## src/rtl/yarp_wb_pkg.sv

```systemverilog
// Shared types and constants for the YARP write-back arbiter slice.
// Used by yarp_wb_if, yarp_rr_arbiter and yarp_wb_arbiter.
package yarp_wb_pkg;

  localparam int XLEN        = 32;
  localparam int REG_ADDR_W  = 5;
  localparam int NUM_REQ_DEF = 3;
  localparam int CNT_W_DEF   = 16;

  typedef struct packed {
    logic [REG_ADDR_W-1:0] rd;
    logic [XLEN-1:0]       data;
  } wb_req_t;

  // True when two or more bits are set: clearing the lowest set bit leaves something behind.
  function automatic logic multi_hot(input logic [7:0] v);
    return (v & (v - 8'd1)) != 8'd0;
  endfunction

endpackage

```

## src/rtl/yarp_wb_if.sv

```systemverilog
// Write-back requester bus: per-requester valid/ready handshake plus rd/data payload.
// The requesters drive the master side, the arbiter sits on the slave side.
interface yarp_wb_if
  import yarp_wb_pkg::*;
#(
  parameter int NUM_REQ = NUM_REQ_DEF
) ();

  logic    [NUM_REQ-1:0] valid;
  wb_req_t [NUM_REQ-1:0] req;
  logic    [NUM_REQ-1:0] ready;

  modport master (output valid, output req, input ready);
  modport slave  (input valid, input req, output ready);

endinterface

```

## src/rtl/yarp_rr_arbiter.sv

```systemverilog
// Generic round-robin arbiter: combinational one-hot grant, search starts at the pointer,
// pointer moves just past the winner. Reusable for any shared single-port resource.
module yarp_rr_arbiter #(
  parameter int N = 3
) (
  input  logic         clk,
  input  logic         reset_n,
  input  logic         hold,
  input  logic [N-1:0] req,
  output logic [N-1:0] gnt
);

  localparam int PTR_W = $clog2(N);

  logic [PTR_W-1:0] ptr_q, ptr_d;

  // NOTE: every signal written in always_comb gets a default before any branch, so no latch is inferred.
  always_comb begin
    int               idx;
    logic [PTR_W-1:0] idx_w;
    logic             found;
    gnt   = '0;
    ptr_d = ptr_q;
    found = 1'b0;
    idx   = 0;
    idx_w = '0;
    if (reset_n && !hold) begin
      for (int k = 0; k < N; k++) begin
        idx = int'(ptr_q) + k;
        if (idx >= N) idx = idx - N;
        idx_w = PTR_W'(idx);
        if (!found && req[idx_w]) begin
          found      = 1'b1;
          gnt[idx_w] = 1'b1;
          ptr_d      = (idx_w == PTR_W'(N - 1)) ? '0 : idx_w + 1'b1;
        end
      end
    end
  end

  // NOTE: state flops use non-blocking assignments and the asynchronous reset in the sensitivity list.
  always_ff @(posedge clk or negedge reset_n) begin
    if (!reset_n) ptr_q <= '0;
    else          ptr_q <= ptr_d;
  end

endmodule

```

## src/rtl/yarp_wb_arbiter.sv

```systemverilog
// Register-file write-port arbiter: round-robin grant, one-cycle write stage, x0 filter,
// saturating contention counter. Define YARP_WB_FWD_EN to add the rs1/rs2 write-stage bypass.
module yarp_wb_arbiter
  import yarp_wb_pkg::*;
#(
  parameter int NUM_REQ = NUM_REQ_DEF,
  parameter int CNT_W   = CNT_W_DEF
) (
  input  logic                  clk,
  input  logic                  reset_n,
  input  logic                  hold_i,
  yarp_wb_if.slave              wb,
  output logic [REG_ADDR_W-1:0] rf_rd_addr_o,
  output logic                  rf_wr_en_o,
  output logic [XLEN-1:0]       rf_wr_data_o,
  output logic [CNT_W-1:0]      conflict_cnt_o
`ifdef YARP_WB_FWD_EN
  ,
  input  logic [REG_ADDR_W-1:0] rs1_addr_i,
  input  logic [REG_ADDR_W-1:0] rs2_addr_i,
  input  logic [XLEN-1:0]       rs1_rf_data_i,
  input  logic [XLEN-1:0]       rs2_rf_data_i,
  output logic [XLEN-1:0]       rs1_data_o,
  output logic [XLEN-1:0]       rs2_data_o
`endif
);

  if (NUM_REQ < 2 || NUM_REQ > 8) begin : g_bad_num_req
    $error("yarp_wb_arbiter: NUM_REQ must be in 2..8");
  end

  logic [NUM_REQ-1:0] gnt;
  logic               xfer;
  wb_req_t            win;

  logic [REG_ADDR_W-1:0] rd_addr_q, rd_addr_d;
  logic                  wr_en_q,   wr_en_d;
  logic [XLEN-1:0]       wr_data_q, wr_data_d;
  logic [CNT_W-1:0]      cnt_q,     cnt_d;

  yarp_rr_arbiter #(.N(NUM_REQ)) u_rr (
    .clk     (clk),
    .reset_n (reset_n),
    .hold    (hold_i),
    .req     (wb.valid),
    .gnt     (gnt)
  );

  assign wb.ready = gnt;
  // Grants only ever go to valid requesters, so any grant is a transfer.
  assign xfer     = |gnt;

  always_comb begin
    win = '0;
    for (int i = 0; i < NUM_REQ; i++) begin
      if (gnt[i]) win = wb.req[i];
    end
  end

  always_comb begin
    wr_en_d   = 1'b0;
    rd_addr_d = rd_addr_q;
    wr_data_d = wr_data_q;
    cnt_d     = cnt_q;
    if (xfer) begin
      // Writes to x0 are accepted from the requester but never reach the regfile.
      wr_en_d   = (win.rd != '0);
      rd_addr_d = win.rd;
      wr_data_d = win.data;
    end
    if (multi_hot(8'(wb.valid)) && (cnt_q != '1)) cnt_d = cnt_q + 1'b1;
  end

  always_ff @(posedge clk or negedge reset_n) begin
    if (!reset_n) begin
      rd_addr_q <= '0;
      wr_en_q   <= 1'b0;
      wr_data_q <= '0;
      cnt_q     <= '0;
    end else begin
      rd_addr_q <= rd_addr_d;
      wr_en_q   <= wr_en_d;
      wr_data_q <= wr_data_d;
      cnt_q     <= cnt_d;
    end
  end

  assign rf_rd_addr_o   = rd_addr_q;
  assign rf_wr_en_o     = wr_en_q;
  assign rf_wr_data_o   = wr_data_q;
  assign conflict_cnt_o = cnt_q;

`ifdef YARP_WB_FWD_EN
  // Bypass the write-stage entry to decode while the regfile has not yet committed it.
  assign rs1_data_o = (wr_en_q && rd_addr_q == rs1_addr_i && rs1_addr_i != '0) ? wr_data_q : rs1_rf_data_i;
  assign rs2_data_o = (wr_en_q && rd_addr_q == rs2_addr_i && rs2_addr_i != '0) ? wr_data_q : rs2_rf_data_i;
`endif

endmodule

```

## src/flat_wrapper.sv

```systemverilog
// flat-port wrapper written by rule: the top's interface ports become plain ports
module yarp_wb_arbiter_flat import yarp_wb_pkg::*;
#(
  parameter int NUM_REQ = NUM_REQ_DEF,
  parameter int CNT_W   = CNT_W_DEF
)
  (clk, reset_n, hold_i, rf_rd_addr_o, rf_wr_en_o, rf_wr_data_o, conflict_cnt_o, wb_valid, wb_req, wb_ready);
  yarp_wb_if #(.NUM_REQ(NUM_REQ)) wb_i ();
  input  logic clk;
  input  logic reset_n;
  input  logic hold_i;
  output logic [REG_ADDR_W-1:0] rf_rd_addr_o;
  output logic rf_wr_en_o;
  output logic [XLEN-1:0] rf_wr_data_o;
  output logic [CNT_W-1:0] conflict_cnt_o;
  input wire logic [$bits(wb_i.valid)-1:0] wb_valid;
  input wire logic [$bits(wb_i.req)-1:0] wb_req;
  output wire logic [$bits(wb_i.ready)-1:0] wb_ready;
  assign wb_i.valid = wb_valid;
  assign wb_i.req = wb_req;
  assign wb_ready = wb_i.ready;
  yarp_wb_arbiter #(.NUM_REQ(NUM_REQ), .CNT_W(CNT_W)) u_core (.clk(clk), .reset_n(reset_n), .hold_i(hold_i), .wb(wb_i), .rf_rd_addr_o(rf_rd_addr_o), .rf_wr_en_o(rf_wr_en_o), .rf_wr_data_o(rf_wr_data_o), .conflict_cnt_o(conflict_cnt_o));
endmodule
```

## config.mk

```make
export PLATFORM = sky130hd
export DESIGN_NAME = yarp_wb_arbiter_flat
export DESIGN_NICKNAME = d
export VERILOG_FILES = /design/src/rtl/yarp_wb_pkg.sv /design/src/rtl/yarp_wb_if.sv /design/src/rtl/yarp_rr_arbiter.sv /design/src/rtl/yarp_wb_arbiter.sv /design/src/flat_wrapper.sv
export SDC_FILE = /design/constraint.sdc
export NUM_CORES = 1
export LEC_CHECK = 0
export BUFFER_PORTS_ARGS = -buffer_cell sky130_fd_sc_hd__buf_2
export CAP_MARGIN = 25
export CORE_AREA = 2 2 93 95
export DETAILED_ROUTE_END_ITERATION = 12
export DIE_AREA = 0 0 95 97
export PLACE_DENSITY_LB_ADDON = 0.08
export RECOVER_POWER = 50
export SLEW_MARGIN = 30
export SYNTH_ARGS = -nofsm -noshare
export SYNTH_HDL_FRONTEND = slang
export SYNTH_SLANG_ARGS = --single-unit
export TNS_END_PERCENT = 20
```

## constraint.sdc

```tcl
create_clock -name clk -period 2.4 [get_ports clk]
set_clock_uncertainty 0.2 [all_clocks]
set_input_delay 0.24 -clock clk [delete_from_list [all_inputs] [get_ports clk]]
set_output_delay 0.24 -clock clk [all_outputs]
set_load 0.03 [all_outputs]
```

==> metrics.md, run 1 <==
| Metric | Value |
|---|---|
| Post-Synthesis Net Count | `465` |
| Synth Area in Compound Gates | `0.294` |
| Site Rows | `33` |
| P_leak | `roughly 2.6 nW` |
| Pre-CTS setup slack | `-226 ps` |
| DIE WIDTH | `95 um` |
| Syn_area_per_cell | `approximately 9.9 um2` |
| Final cell count without fillers | `703` |
| Xor and xnor fraction of the mapped netlist area | `0.0387` |
| Slew Viols, Final | `0` |
| PortBufs | `between 150 and 200` |
| Final hold vios | `0` |
| Worst Hold Class | `in -> reg` |
| Fill cells | `between 600 and 700` |
| CORE AREA | `slightly above 0.008 mm2` |
| Met1 Track Usage GR | `0.314` |
| Die Ht | `97 um` |
| Largest net degree at the start of global routing | `between 50 and 60` |
| Final nets | `about 720` |
| Antenna diodes | `0` |
| Routed WL per cell | `roughly 17 um` |
| Depth of the most critical reg-to-reg path | `11` |
| Mux cell area share after synthesis | `0.0133` |
| Top FF cell, synth | `dfrtp_1` |
| H-tree levels | `2` |
| Critical Path RT | `around 2500 ps` |
| Slew margin rel. | `0.0312` |
| Yosys warnings | `0` |
| Routed vias/inst | `between 5 and 6` |
| R2R Setup Slk | `-200 ps` |
| Yosys reg bits | `56` |
| RSZ-0062 raised after global routing | `yes` |
| Synth unique cells | `54` |
| Worst Setup Slack, final | `-199 ps` |
| Top-area cell type share of the netlist area | `0.413` |
| Worst-Margin Slew | `1450 ps` |
| Clock sink count | `56` |
| Fin crit share | `1.08` |
| DRT antenna net count | `0` |
| Routed vias | `approximately 3700` |
| Starting Density | `0.418` |
| Routability cong. | `0.868` |
| Critical path class | `reg -> reg` |
| Total grt overflow | `0` |
| Failing checks | `setup timing` |
| Maximum root-to-sink buffer count | `2` |
| Cell count after placement | `~650` |
| Worst VDD drop | `0.784 mV` |
| IO Count | `between 150 and 200` |
| Adder-cell share of the synthesized area | `0.0214` |
| CTS tree | `yes` |
| Reg clk slew, reported paths | `between 100 and 150 ps` |
| Final Cell Area | `around 0.0056 mm2` |
| GRT Util Overall | `0.247` |
| Syn Inst Count | `between 300 and 400` |
| Pwr dens | `~1300 mW/mm2` |
| Final min period | `~2600 ps` |
| Final wirelength | `11.8 mm` |
| Vias in the first global route | `between 3000 and 4000` |
| Layout area overhead | `65.4%` |
| CP startpoint kind | `register` |
| TritonCTS Buffers | `5` |
| Clock Tree Root | `clkbuf_8` |
| Most area-consuming cells after synthesis | `dfrtp_1 (41%), a221oi_2 (13%), nor2_1 (5.5%)` |
| Worst hold path stage count | `3` |
| DP Wirelength | `between 8 and 9 mm` |
| Worst R2R Start | `u_core.u_rr.ptr_q[1]$_DFFE_PN0P_` |
| GRT Max-Usage Layer | `met2` |
| Cell taking the most area after synthesis | `dfrtp_1` |
| R2r endpoint | `u_core.rf_wr_data_o[16]$_DFFE_PN0P_` |
| GR Layer Usage met2 | `0.432` |
| Area of the multi-input gates | `roughly 0.0022 mm2` |
| Final setup fails | `41` |
| Share of async-settable or async-resettable flops after synthesis | `1.00` |
| DRT iter0 DRCs | `120` |
| Grt met3 use | `0.0428` |
| Die ar. | `0.00922 mm2` |
| Hold endpoint | `u_core.rf_wr_data_o[17]$_DFFE_PN0P_` |
| MaxCap Viol Count | `0` |
| Reg area | `0.00140 mm2` |
| Area share of and/or/nand/nor cells after synthesis | `0.166` |
| Sequential-to-total area share from yosys stat | `0.413` |
| Share of layout cells above drive strength 1 | `0.477` |
| Initial antenna violation count | `0` |
| Worst EP arrival | `2640 ps` |
| Clock Latency Late Sink | `~310 ps` |
| Post-Syn Area | `0.00340 mm2` |
| Worst hold start | `wb_req[54]` |
| Main combinational cell family by area after synthesis | `compound AO/OA/AOI/OAI gates` |
| Status | `finished, violations left` |
| Initial DRT Pass Iterations | `4` |
| CP Capture Type | `register` |
| Drt drc | `0` |
| Post-synth EDFFs | `0` |
| Global-route wire length before repair | `between 15 and 20 mm` |
| Highest clock rate | `between 0.3 and 0.4 GHz` |
| Worst Path Max Fanout | `14` |
| Placed cell areas | `roughly 0.0048 mm2` |
-- per-stage QoR --
stage                     total power [mW]   util  hold WS (ps)  setup TNS, ps
after global routing                  7.69  0.691          3.80         -13590
after detailed placement              5.90  0.588           274          -7330
final                                 7.22  0.691          7.33          -6680
after CTS                             6.86  0.665          4.12          -6420
after global placement                5.85  0.588           264          -5330
after floorplan                       4.46      -          -256           -573
-- state kept, by name, indices dropped and copies added (netlist names) --
register and count:
u_core.conflict_cnt_o 16, u_core.rf_wr_en_o 1, u_core.rf_rd_addr_o 5, u_core.rf_wr_data_o 32, u_core.u_rr.ptr_q 2
-- power breakdown --
| group | internal, mW | leakage, nW | total, mW | switching (mW) |
|---|---|---|---|---|
| registers | 1.36 | 0.695 | 1.64 | 0.286 |
| logic | 2.19 | 1.82 | 4.92 | 2.73 |
| clock network | 0.317 | 0.0558 | 0.656 | 0.340 |
-- layout make-up --
class	instances	share of cell area
clock buffer	6	0.0129
clock inverter	2	0.00690
inverter	5	0.00379
multi-input combinational	257	0.383
sequential	56	0.250
tap	105	0.0234
timing repair buffer	272	0.321
-- cells in the mapped netlist (5+ instances only) --
cell and number:
nand2_1 47, a21oi_1 35, nor2_1 50, inv_1 5
xnor2_1 8, o21ai_0 5, dfrtp_1 56, ha_1 5
buf_2 11, clkbuf_1 6, a221oi_1 6, a221oi_2 30
nand4_1 5, buf_6 7, xor2_1 7
-- critical path, stage by stage (launching register included) --
cell and delay (ps):
dfrtp_2 460, inv_2 80, ha_4 160, mux2i_4 370
o21ai_4 100, a311oi_4 320, buf_4 190, a2bb2oi_4 150
buf_12 140, clkbuf_16 160, nand2_1 60, a21oi_1 130
-- layout by cell type, fill, tap and decap left out, drive strengths merged, types with 2 or more instances in the layout --
cell / n
nand4b: 2
buf: 182
a31oi: 2
o21a: 4
nor3: 3
nand2b: 2
o211a: 2
dlygate4sd3: 34
nand4: 5
clkbuf: 62
o2bb2ai: 2
nand2: 47
a221oi: 36
xor2: 7
nor2b: 3
dfrtp: 56
ha: 5
o21ai: 10
a21oi: 35
and4: 2
xnor2: 8
a311oi: 2
nor2: 51
nand3: 4
and3: 2
and2: 2
inv: 6
mux2i: 3
a2bb2oi: 2
-- worst max path at each step --
stage | from | endpoint | slack (ps) | cells past startpoint
6_report | u_core.u_rr.ptr_q[1]$_DFFE_PN0P_ | u_core.rf_wr_data_o[16]$_DFFE_PN0P_ | -200 | 11
5_1_grt | u_core.u_rr.ptr_q[1]$_DFFE_PN0P_ | u_core.rf_rd_addr_o[0]$_DFFE_PN0P_ | -340 | 11
4_1_cts | u_core.u_rr.ptr_q[0]$_DFFE_PN0P_ | wb_ready[0] | -200 | 7
3_5_place_dp | u_core.u_rr.ptr_q[1]$_DFFE_PN0P_ | u_core.rf_wr_data_o[16]$_DFFE_PN0P_ | -230 | 10
3_3_place_gp | u_core.u_rr.ptr_q[1]$_DFFE_PN0P_ | u_core.rf_wr_data_o[0]$_DFFE_PN0P_ | -170 | 12
2_1_floorplan | u_core.u_rr.ptr_q[0]$_DFFE_PN0P_ | u_core.rf_wr_data_o[22]$_DFFE_PN0P_ | -20 | 10
-- per-layer routing --
| metal | up-vias | routed length (um) |
|---|---|---|
| met2 | 137 | 6020 |
| met5 | - | 0 |
| met3 | 24 | 668 |
| li1 | 1776 | - |
| met1 | 1811 | 4930 |
| met4 | 0 | 223 |
-- kinds of logic after synthesis --
| kind of cell | count (synthesis) |
|---|---|
| AND/OR/NAND/NOR | 126 |
| AO/OA/AOI/OAI | 106 |
| buffers and inverters | 30 |
| multiplexers | 4 |
| adder cells (fa/ha/maj) | 6 |
| XOR/XNOR | 15 |
| flip-flops | 56 |
-- what timing repair did --
item | 4_1_cts | 5_1_grt
setup endpoints to repair | 41 | 42
gates resized for setup | 28 | 41
cloned | 1 | 3
hold buffers | 33 | 1
pin swaps | 17 | 16
endpoints found under the hold margin | 88 | 1
setup buffers | 10 | 1
Power figures use the tool's default switching activity.
==> run 2, diff against run 1 <==
--- a/config.mk
+++ b/config.mk
@@ -7,9 +7,9 @@
 export LEC_CHECK = 0
 export BUFFER_PORTS_ARGS = -buffer_cell sky130_fd_sc_hd__buf_2
 export CAP_MARGIN = 25
-export CORE_AREA = 2 2 93 95
+export CORE_AREA = 2 2 84 106
 export DETAILED_ROUTE_END_ITERATION = 12
-export DIE_AREA = 0 0 95 97
+export DIE_AREA = 0 0 86 108
 export PLACE_DENSITY_LB_ADDON = 0.08
 export RECOVER_POWER = 50
 export SLEW_MARGIN = 30
==> run 2 against run 1 <==
The flow still finishes with violations (setup timing). Combinational power fell by 7.7%. Setup slack got worse by 35 ps. Sequential cell count did not move. Die area rose by 0.79%. Clock power fell by 16%. Sequential power barely moved. Routed wire length rose by 0.68%. Via count barely moved. Worst hold slack got worse by 4.5 ps. Utilization fell by 1.6 points. Sequential share of layout area rose by 0.39 points. Clock-buffer cell count fell by 1. Critical endpoint is now u_core.rf_wr_data_o[27]$_DFFE_PN0P_. Largest cell class unchanged.
==> metrics.md, run 2 (same netlist as run 1, synthesis figures left out) <==
| Metric | Value |
|---|---|
| Status | `finished, violations left` |
| Failing checks | `setup timing` |
| RSZ-0062 raised after global routing | `yes` |
| Largest register FFs | `32` |
| Depth of the most critical reg-to-reg path | `12` |
| Initial antenna violation count | `1` |
| Clock sink count | `56` |
| Worst path slowest cell | `dfrtp_1` |
| Final setup fails | `slightly above 40` |
| Routed vias/inst | `roughly 5.3` |
| Final cell count without fillers | `roughly 700` |
| R2r endpoint | `u_core.rf_wr_data_o[27]$_DFFE_PN0P_` |
| DP Wirelength | `8.18 mm` |
| GRT Util Overall | `0.249` |
| Final Cell Area | `approximately 0.0055 mm2` |
| Final hold vios | `0` |
| Vias in the first global route | `around 3800` |
| CORE AREA | `~0.0082 mm2` |
| MaxCap Viol Count | `0` |
| Fin crit share | `1.10` |
| Drt drc | `0` |
| TritonCTS Buffers | `5` |
| DRT iter0 DRCs | `approximately 130` |
| Pre-CTS setup slack | `-345 ps` |
| IO Count | `174` |
| Worst-path cell chain | `inv_2 -> ha_4 -> mux2i_4 -> buf_4 -> o21ai_4 -> a311oi_4 -> buf_4 -> nor3_4 -> buf_12 -> buf_4 -> a221oi_4 -> a21oi_1` |
| Routed vias | `3746` |
| Critical path class | `reg -> reg` |
| Worst-Margin Slew | `about 1400 ps` |
| R2R Setup Slk | `-230 ps` |
| Worst VDD drop | `approximately 0.66 mV` |
| Starting Density | `0.415` |
| PortBufs | `around 170` |
| Worst hold start | `wb_req[43]` |
| Slew margin rel. | `0.0403` |
| Die Ht | `~110 um` |
| Die ar. | `about 0.0093 mm2` |
| Placed cell areas | `around 0.0047 mm2` |
| Worst EP arrival | `~2600 ps` |
| Worst Setup Slack, final | `-234 ps` |
| Cell count after placement | `about 630` |
| Initial DRT Pass Iterations | `7` |
| Global-route wire length before repair | `roughly 18 mm` |
| Setup TNS | `-5940 ps` |
| Reg clk slew, reported paths | `roughly 110 ps` |
| Final wirelength | `approximately 12 mm` |
| CP Capture Type | `register` |
| Crit path depth | `12` |
| Final nets | `726` |
| Worst R2R Start | `u_core.u_rr.ptr_q[0]$_DFFE_PN0P_` |
| P_leak | `around 2.6 nW` |
| Largest net degree at the start of global routing | `57` |
| Worst Path Max Fanout | `7` |
| CP Launch Point | `u_core.u_rr.ptr_q[0]$_DFFE_PN0P_` |
| Max incr delay on CP | `~420 ps` |
| Fill cells | `688` |
| Worst Hold Class | `in -> reg` |
| Critical Path End | `u_core.rf_wr_data_o[27]$_DFFE_PN0P_` |
| Layout area overhead | `62.9%` |
| Pwr dens | `1210 mW/mm2` |
| H-tree levels | `2` |
| Critical Path RT | `~2400 ps` |
| Site Rows | `37` |
| DRT antenna net count | `0` |
| Most used cell, CP | `buf_4` |
| Most common cell after layout, fill and taps aside | `buf_2` |
| Total grt overflow | `0` |
| Slew Viols, Final | `0` |
| Crit path buffers/inverters | `5` |
| Maximum root-to-sink buffer count | `2` |
| Clock Latency Late Sink | `330 ps` |
| CP startpoint kind | `register` |
| Fin Hold WS | `between 2 and 3 ps` |
| Share of layout cells above drive strength 1 | `0.433` |
| Routability cong. | `approximately 0.86` |
| Final min period | `2630 ps` |
| Routed WL per cell | `17.0 um` |
| CTS tree | `yes` |
| Antenna diodes | `0` |
| Cell family with most CP delay | `compound AO/OA/AOI/OAI gates` |
| Highest clock rate | `~0.38 GHz` |
| DIE WIDTH | `roughly 86 um` |
| Clock Tree Root | `clkbuf_8` |
| Commonest cells after routing, fill and taps aside | `buf_2 (128), dfrtp_1 (55), nor2_1 (49), dlygate4sd3_1 (49), nand2_1 (47)` |
[run 2: cell types whose count changed in the layout (fill, tap and decap cells not counted), sizes merged]
cell and change:
bufinv -1, dlygate4sd3 +15, clkinv +1, clkinvlp +1, buf +4, clkbuf -13
[run 2: power breakdown]
group / internal [mW] / switching (mW) / leakage (nW)
sequential: 1.36 / 0.257 / 0.695
clock: 0.208 / 0.345 / 0.0445
combinational: 1.96 / 2.58 / 1.85
total: 3.52 / 3.18 / 2.59
[run 2: area by class of cell]
| class | instances | area [um2] | area share |
|---|---|---|---|
| clock buffer | 5 | 68.8 | 0.0124 |
| clock inverter | 3 | 21.3 | 0.00384 |
| inverter | 5 | 21.3 | 0.00384 |
| multi-input combinational | 257 | 2010 | 0.364 |
| sequential | 56 | 1400 | 0.254 |
| tap | 97 | 121 | 0.0219 |
| timing repair buffer | 279 | 1880 | 0.341 |
[run 2: stage by stage]
step / utilization / total power [mW]
after global routing: 0.675 / 7.14
after floorplan: - / 4.46
after global placement: 0.579 / 5.75
final: 0.675 / 6.71
after CTS: 0.664 / 6.64
after detailed placement: 0.579 / 5.84
[run 2: how the worst min path moves through the flow]
stage / to / slack (ps) / depth (start not counted)
final: u_core.rf_wr_data_o[6]$_DFFE_PN0P_ / 3 / 3
after floorplan: u_core.conflict_cnt_o[0]$_DFFE_PN0P_ / -260 / 0
after detailed placement: u_core.rf_rd_addr_o[0]$_DFFE_PN0P_ / 260 / 2
after CTS: u_core.rf_wr_data_o[14]$_DFFE_PN0P_ / 0.6 / 3
after global placement: u_core.rf_rd_addr_o[0]$_DFFE_PN0P_ / 270 / 2
after global routing: u_core.rf_wr_data_o[16]$_DFFE_PN0P_ / 9 / 3
[run 2: per-layer routing]
| layer | GRT usage | vias to the layer above | part of all wire | wire [um] |
|---|---|---|---|---|
| met4 | 0.102 | 2 | 0.029 | 347 |
| met2 | 0.458 | 153 | 0.53 | 6310 |
| met3 | 0.0534 | 29 | 0.068 | 809 |
| li1 | - | 1784 | - | - |
| met1 | 0.273 | 1778 | 0.37 | 4440 |
| met5 | 0 | - | 0.00092 | 11 |
[run 2: what timing repair did]
item	4_1_cts	5_1_grt
gates cloned	0	1
pin swaps	9	11
endpoints found under the hold margin	94	1
setup endpoints to repair	41	42
hold buffers	48	1
gates resized for setup	17	12
buffers inserted	6	6
[run 2: worst register-to-register path, stage by stage (launching register included)]
cell and delay [ps]:
dfrtp_1 420, inv_2 90, ha_4 150, mux2i_4 250
buf_4 150, o21ai_4 70, a311oi_4 280, buf_4 160
nor3_4 50, buf_12 150, buf_4 160, a221oi_4 250
a21oi_1 120
==> run 3, diff against run 2 <==
--- a/config.mk
+++ b/config.mk
@@ -7,9 +7,11 @@
 export LEC_CHECK = 0
 export BUFFER_PORTS_ARGS = -buffer_cell sky130_fd_sc_hd__buf_2
 export CAP_MARGIN = 25
-export CORE_AREA = 2 2 84 106
+export CELL_PAD_IN_SITES_DETAIL_PLACEMENT = 0
+export CELL_PAD_IN_SITES_GLOBAL_PLACEMENT = 1
+export CORE_AREA = 2 2 99 124
 export DETAILED_ROUTE_END_ITERATION = 12
-export DIE_AREA = 0 0 86 108
+export DIE_AREA = 0 0 101 126
 export PLACE_DENSITY_LB_ADDON = 0.08
 export RECOVER_POWER = 50
 export SLEW_MARGIN = 30
==> run 3 against run 2 <==
The run ends with hold timing, setup timing left. Combinational power is 3% higher. Critical path depth is 1 lower. Worst hold slack worse by 4.5 ps. Register-to-register slack better by 80 ps. Die area grew 37%. Clock-buffer cell count unchanged. Setup slack gained 82 ps. Sequential power is essentially flat. Sequential cell count is the same. Clock power increased by 44%. First-iteration DRC count shrank 30%. Critical endpoint is now u_core.rf_wr_data_o[13]$_DFFE_PN0P_.
==> metrics.md, run 3 (same netlist as run 1, synthesis figures left out) <==
| Metric | Value |
|---|---|
| Status | `finished, violations left` |
| Failing checks | `hold timing, setup timing` |
| CORE AREA | `roughly 0.012 mm2` |
| Clock Latency Late Sink | `about 290 ps` |
| Worst VDD drop | `roughly 0.75 mV` |
| DIE WIDTH | `slightly above 100 um` |
| Worst-Margin Slew | `1470 ps` |
| Clock sink count | `56` |
| TritonCTS Buffers | `5` |
| Worst EP arrival | `around 2500 ps` |
| Initial antenna violation count | `1` |
| Highest clock rate | `~0.39 GHz` |
| Pwr dens | `approximately 1300 mW/mm2` |
| Most common cell after layout, fill and taps aside | `buf_2` |
| Layout area overhead | `60.0%` |
| CTS tree | `yes` |
| Fin Hold WS | `-1.71 ps` |
| Drt drc | `0` |
| Total grt overflow | `0` |
| P_leak | `around 2.5 nW` |
| CP Capture Type | `register` |
| Final min period | `2550 ps` |
| Global-route wire length before repair | `18.8 mm` |
| Routed vias | `3548` |
| H-tree levels | `2` |
| Final Util | `0.470` |
| Largest register FFs | `32` |
| Reg clk slew, reported paths | `roughly 80 ps` |
| Fill cells | `1161` |
| Routed WL per cell | `16.9 um` |
| Worst Path Max Fanout | `7` |
| Setup TNS | `-3860 ps` |
| DRT antenna net count | `0` |
| Share of layout cells above drive strength 1 | `0.446` |
| Worst path slowest cell | `dfrtp_1` |
| Critical Path RT | `~2400 ps` |
| Area of the multi-input gates | `between 0.002 and 0.0025 mm2` |
| Pre-CTS setup slack | `-214 ps` |
| Site Rows | `44` |
| Critical path class | `reg -> reg` |
| Largest net degree at the start of global routing | `between 50 and 60` |
| Final setup fails | `a little over 40` |
| Antenna diodes | `0` |
| Max incr delay on CP | `420 ps` |
| IO Count | `174` |
| CP startpoint kind | `register` |
| Die ar. | `approximately 0.013 mm2` |
| Reg area | `roughly 0.0014 mm2` |
| Final nets | `approximately 700` |
| GRT Util Overall | `0.187` |
| Vias in the first global route | `between 3000 and 4000` |
| Commonest cells after routing, fill and taps aside | `buf_2 (115), clkbuf_1 (55), dfrtp_1 (55), nor2_1 (48), nand2_1 (45)` |
| Slew Viols, Final | `0` |
| Initial DRT Pass Iterations | `4` |
| Routability cong. | `slightly above 0.8` |
| DRT iter0 DRCs | `87` |
| Starting Density | `0.294` |
| PortBufs | `173` |
| Maximum root-to-sink buffer count | `2` |
| Worst Hold Class | `in -> reg` |
| Fin crit share | `1.06` |
| DP Wirelength | `a little under 9 mm` |
| Final wirelength | `around 12 mm` |
| Placed cell areas | `about 0.0048 mm2` |
| RSZ-0062 raised after global routing | `yes` |
| Worst-path cell chain | `buf_6 -> ha_4 -> mux2i_4 -> a2bb2oi_4 -> a311oi_4 -> buf_4 -> nor3_4 -> buf_12 -> buf_8 -> a221oi_2 -> a21oi_1` |
| Die Ht | `126 um` |
| MaxCap Viol Count | `0` |
| Final Cell Area | `around 0.0054 mm2` |
| Clock Tree Root | `clkbuf_16` |
| Final hold vios | `2` |
| Worst Setup Slack, final | `-152 ps` |
| Routed vias/inst | `about 5.0` |
| Slew margin rel. | `0.0172` |
## run 3: changes by cell type in the layout (fill, tap and decap cells not counted), moves of 3 or more
| cell | previous run | this run |
|---|---|---|
| buf_6 | 6 | 9 |
| dlygate4sd3_1 | 49 | 19 |
| buf_2 | 128 | 115 |
| a221oi_1 | 4 | 1 |
| clkbuf_8 | 5 | 0 |
| buf_4 | 43 | 35 |
| o21ai_2 | 4 | 1 |
| clkbuf_16 | 1 | 5 |
| clkbuf_1 | 42 | 55 |
## run 3: critical path, delay by kind of cell, from the launching register on
kind                     cells  cell delay [ps]
multiplexers                 1              220
flip-flops                   1              420
AO/OA/AOI/OAI                4              790
buffers and inverters        4              590
adder cells (fa/ha/maj)      1              170
AND/OR/NAND/NOR              1               50
## run 3: what timing repair did
action | 4_1_cts | 5_1_grt
resized for setup | 34 | 20
pin swaps | 34 | 19
endpoints found under the hold margin | 73 | 1
cloned | 3 | 0
buffers inserted | 13 | 0
endpoints found under the setup margin | 41 | 43
hold buffers | 18 | 1
## run 3: final cells by class
type	instances	share of cell area
clock buffer	5	0.0230
clock inverter	3	0.00530
inverter	5	0.00391
multi-input combinational	257	0.385
sequential	56	0.258
tap	138	0.0318
timing repair buffer	246	0.293
## run 3: worst paths after layout
check / end / depth (start not counted) / startpoint / slack, ps
min in group asynchronous: u_core.rf_rd_addr_o[0]$_DFFE_PN0P_ / 3 / reset_n / 740
max in group asynchronous: u_core.u_rr.ptr_q[1]$_DFFE_PN0P_ / 3 / reset_n / 250
min reg2reg: u_core.conflict_cnt_o[15]$_DFFE_PN0P_ / 1 / u_core.conflict_cnt_o[15]$_DFFE_PN0P_ / 300
max: u_core.rf_wr_data_o[13]$_DFFE_PN0P_ / 11 / u_core.u_rr.ptr_q[0]$_DFFE_PN0P_ / -150
max reg2reg: u_core.rf_wr_data_o[13]$_DFFE_PN0P_ / 11 / u_core.u_rr.ptr_q[0]$_DFFE_PN0P_ / -150
min: u_core.rf_wr_data_o[27]$_DFFE_PN0P_ / 3 / wb_req[101] / -2
## run 3: per-layer routing
metal / up-vias / wire (um) / global-route usage
li1: 1719 / - / -
met3: 12 / 780 / 0.0455
met2: 114 / 6110 / 0.344
met1: 1701 / 4900 / 0.216
met5: - / 12 / 0
met4: 2 / 176 / 0.0453
## run 3: power by group
group          leakage (nW)  internal [mW]  switching, mW
Sequential            0.695           1.36          0.261
Clock                0.0767          0.404          0.391
Combinational          1.69           2.03           2.66
## run 3: per-stage QoR
stage	power, mW	instances
2_1_floorplan	4.46	343
3_3_place_gp	5.82	668
3_5_place_dp	5.87	668
4_1_cts	7.13	710
5_1_grt	7.56	710
6_report	7.10	710
